$ cat config.mk
export PLATFORM = sky130hd
export DESIGN_NAME = reg_display_scanner
export DESIGN_NICKNAME = d
export VERILOG_FILES = /design/src/rtl/reg_display_scanner_pkg.sv /design/src/rtl/reg_display_scanner_hex7seg.sv /design/src/rtl/reg_display_scanner.sv
export SDC_FILE = /design/constraint.sdc
export NUM_CORES = 1
export LEC_CHECK = 0
export BUFFER_PORTS_ARGS = -buffer_cell sky130_fd_sc_hd__clkbuf_2
export CAP_MARGIN = 10
export CORE_ASPECT_RATIO = 1.75
export CORE_MARGIN = 5
export CORE_UTILIZATION = 60
export CTS_CLUSTER_SIZE = 30
export DETAILED_ROUTE_END_ITERATION = 12
export PLACE_DENSITY = 0.83
export SYNTH_ARGS = -nofsm -noshare
export SYNTH_HDL_FRONTEND = slang
export SYNTH_SLANG_ARGS = --single-unit
$ cat constraint.sdc
create_clock -name clk -period 5.9 [get_ports clk]
set_clock_uncertainty 0.05 [all_clocks]
set_input_delay 0.59 -clock clk [delete_from_list [all_inputs] [get_ports clk]]
set_output_delay 0.59 -clock clk [all_outputs]
set_load 0.1 [all_outputs]
$ cat src/rtl/reg_display_scanner_pkg.sv
// Shared definitions for the register display scanner: FSM encoding, digit count
// and the active-low 7-segment pattern table.
package reg_display_scanner_pkg;

  localparam int DIGITS = 8;

  typedef enum logic [1:0] {
    ST_SELECT  = 2'd0,
    ST_SETTLE  = 2'd1,
    ST_CAPTURE = 2'd2,
    ST_SCAN    = 2'd3
  } scan_state_t;

  // Segment order {g,f,e,d,c,b,a}, a 0 lights the segment
  localparam logic [6:0] SEG_TABLE [16] = '{
    7'h40, 7'h79, 7'h24, 7'h30, 7'h19, 7'h12, 7'h02, 7'h78,
    7'h00, 7'h10, 7'h08, 7'h03, 7'h46, 7'h21, 7'h06, 7'h0E
  };

endpackage

$ cat src/rtl/reg_display_scanner_hex7seg.sv
// Nibble to active-low 7-segment pattern; purely combinational, the caller registers it.
module reg_display_scanner_hex7seg
  import reg_display_scanner_pkg::*;
(
  input  logic [3:0] i_nib,
  output logic [6:0] o_seg
);

  assign o_seg = SEG_TABLE[i_nib];

endmodule

$ cat src/rtl/reg_display_scanner.sv
// Reads one core register per frame through the debug port and multiplexes its
// eight hex digits onto a common-anode display, optionally stepping through $0..$31.
//
// state   | meaning
// SELECT  | drive register address (manual switches or auto-step register)
// SETTLE  | wait one cycle for the debug read to settle
// CAPTURE | latch register value, pulse frame, restart digit scan
// SCAN    | light digits 0..7 for REFRESH_DIV cycles each, then back to SELECT
module reg_display_scanner
  import reg_display_scanner_pkg::*;
#(
  parameter int REFRESH_DIV = 50000,
  parameter int STEP_FRAMES = 256
) (
  input  logic        clk,
  input  logic        reset,
  input  logic [4:0]  sel_sw,
  input  logic        auto_en,
  output logic [4:0]  dispSel,
  input  logic [31:0] dispDat,
  output logic [4:0]  cur_reg,
  output logic [6:0]  seg,
  output logic [7:0]  an,
  output logic        frame
);

  localparam int PW = $clog2(REFRESH_DIV) + 1;
  localparam int FW = $clog2(STEP_FRAMES) + 1;
  localparam logic [PW-1:0] PS_TC      = PW'(REFRESH_DIV - 1);
  localparam logic [FW-1:0] FC_TC      = FW'(STEP_FRAMES - 1);
  localparam logic [2:0]    LAST_DIGIT = 3'(DIGITS - 1);

  scan_state_t   r_state;
  scan_state_t   w_next_state;
  logic [PW-1:0] r_prescale;
  logic [2:0]    r_digit;
  logic [FW-1:0] r_fcnt;
  logic [4:0]    r_step;
  logic [4:0]    r_sel;
  logic          r_auto;
  logic [31:0]   r_latch;
  logic [7:0]    r_an;
  logic [6:0]    r_seg;
  logic          r_frame;
  logic          w_tc;
  logic [3:0]    w_nib;
  logic [6:0]    w_seg;

  assign w_tc  = (r_prescale == PS_TC);
  assign w_nib = r_latch[4*r_digit +: 4];

  reg_display_scanner_hex7seg u_hex7seg (
    .i_nib (w_nib),
    .o_seg (w_seg)
  );

  always_comb begin
    w_next_state = r_state;
    case (r_state)
      ST_SELECT:  w_next_state = ST_SETTLE;
      ST_SETTLE:  w_next_state = ST_CAPTURE;
      ST_CAPTURE: w_next_state = ST_SCAN;
      ST_SCAN:    if (w_tc && (r_digit == LAST_DIGIT)) w_next_state = ST_SELECT;
      default:    w_next_state = ST_SELECT;
    endcase
  end

  always_ff @(posedge clk or posedge reset) begin
    if (reset) begin
      r_state    <= ST_SELECT;
      r_prescale <= '0;
      r_digit    <= '0;
      r_fcnt     <= '0;
      r_step     <= '0;
      r_sel      <= '0;
      r_auto     <= 1'b0;
      r_latch    <= '0;
      r_an       <= 8'hFF;
      r_seg      <= 7'h7F;
      r_frame    <= 1'b0;
    end else begin
      r_state <= w_next_state;
      r_frame <= (r_state == ST_CAPTURE);
      // Blanked unless scanning, so nothing ghosts while the source changes
      r_an    <= 8'hFF;
      r_seg   <= 7'h7F;
      case (r_state)
        ST_SELECT: begin
          r_sel  <= auto_en ? r_step : sel_sw;
          r_auto <= auto_en;
        end
        ST_CAPTURE: begin
          r_latch    <= dispDat;
          r_digit    <= '0;
          r_prescale <= '0;
          if (r_auto) begin
            if (r_fcnt == FC_TC) begin
              r_fcnt <= '0;
              r_step <= r_step + 5'd1;
            end else begin
              r_fcnt <= r_fcnt + 1'b1;
            end
          end else begin
            r_fcnt <= '0;
          end
        end
        ST_SCAN: begin
          r_an  <= ~(8'b1 << r_digit);
          r_seg <= w_seg;
          if (w_tc) begin
            r_prescale <= '0;
            r_digit    <= r_digit + 3'd1;
          end else begin
            r_prescale <= r_prescale + 1'b1;
          end
        end
        default: ;
      endcase
    end
  end

  assign dispSel = r_sel;
  assign cur_reg = r_sel;
  assign an      = r_an;
  assign seg     = r_seg;
  assign frame   = r_frame;

endmodule

After elaboration in Yosys (flattened, before gate mapping) --
Memory sizes are Yosys's and may differ from the RTL's. Cells that the tools add are included.
Word-level totals: register bits 90, memories kept 1, ROM bits 112, word-level logic and storage cells 47, input bits 40, output and inout bits 26
Operators by class: bitwise gates (word level) 2, mux-type cells 13, reduce and logical (&&, ||, !) cells 5, add/subtract/negate cells 4, eq/ne operators 8, shift-type cells 2, order comparisons 1
Memories:
- (name not given) | words 16, width 7, read ports 1, clocked after Yosys merged registers in 0, write ports 0, RTL line reg_display_scanner_hex7seg.sv:9 | assign o_seg = SEG_TABLE[i_nib];
Operators with widths (count):
- $pmux 17 s2 | 1
- $shiftx 32x6->4 | 1
- $mux 7 | 3
- $mux 9 | 2
- $add 17x1->17 const B | 1
- $eq 17x16->1 const B | 1
- $mux 17 | 1
- $add 9x1->9 const B | 1
- $eq 9x8->1 const B | 1
- $mux 8 | 1
- $not 8->8 | 1
- $pmux 2 s4 | 1
- $shl 1x3->8 const A | 1
- $pmux 3 s2 | 1
- $add 5x1->5 const B | 1
- $ge 5x5->1 const B | 1
- $mux 5 | 1
- $not 4->5 | 1
- $eq 2x2->1 const B | 2
- $ne 2x2->1 const B | 2
- $add 3x1->3 const B | 1
- $eq 3x3->1 const B | 1
- $mux 3 | 1
- $reduce_and 3->1 | 1
- other kinds (6) | 6

Depth between registers and ports, before layout --
depth in word-level cells 6, gate-level depth with buffers 9, gate-level depth less buffers 8

Cells and area by module --
Synthesis repeated with hierarchy kept, for this count alone.
Second synthesis, totals: cells, all modules 395, area total of the unflattened synthesis 4430.5 um^2
Modules (own cells, without submodules):
- reg_display_scanner | sequential area each 2270.9 um^2, area each 4174.0 um^2, cells each 359, instances 1
- reg_display_scanner_hex7seg | sequential area each 0.0 um^2, area each 256.5 um^2, cells each 36, instances 1

Worst setup path before layout --
Ideal clock, no wire load.
path type flip-flop to flip-flop, start reg r_digit[2], end reg r_seg[4], in the netlist seg[4], setup time 0.084 ns, setup slack 3.552 ns, buffers on the path 1, required time 5.766 ns, cell stages (with the launch flop) 9, period minus slack after synthesis 2.348 ns, arrival time 2.214 ns, path through dfrtp_1 > clkbuf_1 > mux4_2 > mux2i_2 > inv_1 > ha_1 > nor2_1 > a21oi_1 > a221o_1
On the way: longest elaborated chain between the ends 6
Ends and longest elaborated chain:
- from (decl) | RTL line reg_display_scanner.sv:36 | logic [2:0] r_digit;
- from (signal assigned) | RTL line reg_display_scanner.sv:112 | r_digit <= r_digit + 3'd1;
- $shiftx 32x6->4 | RTL line reg_display_scanner.sv:50 | assign w_nib = r_latch[4*r_digit +: 4];
- $not 4->5 (not written as such) | RTL line reg_display_scanner_hex7seg.sv:9
- $mem_v2 16x7
- $mux 7 (not written as such) (2 in series) | RTL line reg_display_scanner_hex7seg.sv:9
- $mux 7 | RTL line reg_display_scanner.sv:87 | case (r_state)
- to (signal assigned) | RTL line reg_display_scanner.sv:109 | r_seg <= w_seg;
- to (decl) | RTL line reg_display_scanner.sv:43 | logic [6:0] r_seg;
Every way passes these cells. The select of a mux whose other input is x is not followed. A chain may end at the register's enable or synchronous reset.

Worst setup path after layout --
start reg r_state[0], end reg r_step[1]
On the way: longest elaborated chain between the ends 2
Ends and longest elaborated chain:
- from (decl) | RTL line reg_display_scanner.sv:33 | scan_state_t r_state;
- from (signal assigned) | RTL line reg_display_scanner.sv:82 | r_state <= w_next_state;
- $eq 2x2->1 | RTL line reg_display_scanner.sv:87
- $reduce_and 3->1 (no line)
- to (signal assigned) | RTL line reg_display_scanner.sv:99 | r_step <= r_step + 5'd1;
- to (decl) | RTL line reg_display_scanner.sv:38 | logic [4:0] r_step;
Every way passes these cells.

==> flow_summary.yaml <==
run_status:
  outcome: "complete, no violations"
finish:
  largest_reg_flops: 32
  final_util: 0.695
  reg.largest.list: "r_latch: 32 flops, r_prescale: 17 flops, r_fcnt: 9 flops"
  final_cells: 533
  seq_area_um2: 2270
  multi_input_area_um2: 1990
  layout-drive-gt1-share: 0.331
  area_delta_synth_final_pct: 13.1
  nets: 501
  antenna_cells: 0
  fill_cells: 547
  top_register: "r_latch"
placement:
  gp_congestion: 0.884
  dpl_worst_slack_ns: 3.05
  hpwl_um: 6190
  io_buffers: 65
  dp_cells: 518
routing:
  drc_errors: 0
  vias: 3146
  wire_per_inst_um: 16.2
  antenna_left: 0
  firstDrtPassIters: 5
  detail_route.vias_per_cell: 5.90
  drt_iter0_drc: 238
  routed_wl_um: 8640
power_and_ir_drop:
  p_leak_uw: 0.00222
  pwr_density_cell_nw_per_um2: 257
  ir_worst_vdd_mv: 0.189
  total_power_uw: 1290
sta:
  setup_viol: 0
  worst_pin_slew_ns: 1.09
  slew-limit-headroom: 0.275
  setup_ws_ns: 3.05
  fin_setup_tns_ns: 0
  max_freq_mhz: 351
  maxSlewViolCount: 0
  post-route-period-util: 0.483
  hold_viol: 0
  rsz0062_at_grt: "false"
  fin_crit_ns: 2.85
yosys:
  synth.most_common_cell: "dfrtp_1"
  synth_area_leaders: "dfrtp_1 (42%), mux2_2 (9.4%), dfstp_2 (8.9%), ha_1 (5.1%), nand2_1 (3.5%)"
  syn_avg_cell_area_um2: 11.5
  synth_common_cells: "dfrtp_1 (75), nand2_1 (42), mux2_2 (37), o21ai_0 (25)"
  netlist_area_um2: 4440
  ys_seq_area_frac: 0.511
  ys.flop_type: "dfrtp_1"
  synthCells: 387
  synth_edf_count: 0
  synth_nets: 445
  synth.distinct_cells: 53
  ys_ff_latch: 90
  yosysTopAreaCell: "dfrtp_1"
  ys_async_sr_fraction: 1.00
  synth_top_area_frac: 0.422
  ys.warnings.count: 0
run:
  max-cap-violations: 0
critical_path:
  cp-start-kind: "flip-flop"
  worstPathRequired_ns: 6.08
  arrival_ns: 3.03
  worst_setup_path_end_kind: "flip-flop"
  crit_type: "flip-flop to flip-flop"
  cp_max_fo: 44
clock_tree:
  insertion_delay_ns: 0.34
  htreeDepth: 3
  clockBufferDepth: 2
  cts.sinks: 90
  holdBufCountCts: 0
  clk_pin_slew_ns: 0.06
  cts_resized: 0
  post-cts-setup-buffers: 0
  cts_tree: "yes"
  cts-root-buf: "clkbuf_16"
  cts_buffers: 9
floorplanning:
  num_io_pins: 66
  row_count: 41
  die_w_um: 75.1
  dieArea_um2: 9290
  initial_core_util: 0.614
  fp.dieH_um: 124
  coreArea_um2: 7230
global_routing:
  grt_max_degree: 91
  overflow: 0
  grt_pass1_wl_um: 14700
  grt_pass1_vias: 3209
  antenna_found_initial: 0
  grt_usage: 0.209
min_path:
  hold_path_class: "input port to flip-flop"
per-layer routing:
layer / GRT usage / up-vias / wire [um]
met1: 0.255 / 1560 / 3410
met2: 0.345 / 78 / 4640
met4: 0.0891 / 0 / 183
met3: 0.0557 / 16 / 403
met5: 0 / - / 0
li1: - / 1492 / -
worst paths after layout:
check / start / end / slack (ns) / cells past startpoint
min in group asynchronous: reset / r_prescale[12] / 0.50 / 3
worst max register to register: r_state[0] / r_step[1] / 3.05 / 5
worst min register to register: r_fcnt[7] / r_fcnt[7] / 0.45 / 1
worst min-delay path: dispDat[27] / r_latch[27] / 0.43 / 2
max in group asynchronous: reset / r_latch[10] / 4.58 / 3
worst max-delay path: r_state[0] / r_step[1] / 3.05 / 5
cells by family after synthesis:
logic type,share of synthesized area
AND/OR/NAND/NOR,0.105
adder cells (fa/ha/maj),0.0507
XOR/XNOR,0.0177
AO/OA/AOI/OAI,0.106
flip-flops,0.511
buffers and inverters,0.0406
multiplexers,0.169
where the power goes:
part / switching [uW] / internal (uW)
sequential: 9.44 / 638
clock: 232 / 280
combinational: 94.2 / 36.6
total: 335 / 954
layout by cell type, fill, tap and decap left out, drive strengths merged, types with 13 or more instances in the layout:
cell / Yosys / final
nand2: 42 / 42
mux2: 38 / 38
clkbuf: 10 / 74
mux2i: 17 / 17
o21ai: 30 / 30
ha: 18 / 18
dfrtp: 75 / 75
nor2: 18 / 18
dfstp: 15 / 15
inv: 14 / 13
worst max-delay path, stage by stage, from the launching register on:
cell     delay (ns)
dfrtp_1        0.38
inv_1          0.10
ha_2           0.81
nand2_1        0.22
nor4_1         0.77
mux2_2         0.41
through the flow:
step | cell area, um^2 | hold WS, ns
5_1_grt | 5020 | 0.416
6_report | 5020 | 0.429
2_1_floorplan | 4440 | 0.395
4_1_cts | 5020 | 0.417
3_3_place_gp | 4760 | 0.420
3_5_place_dp | 4760 | 0.440
final cells by class:
type | count | share of cell area
Clock buffer | 9 | 0.0448
Inverter | 15 | 0.0115
Multi-Input combinational cell | 261 | 0.397
Sequential cell | 90 | 0.452
Tap cell | 86 | 0.0214
Clock inverter | 6 | 0.00697
Timing Repair Buffer | 66 | 0.0663
(Power assumes the default switching activity.)
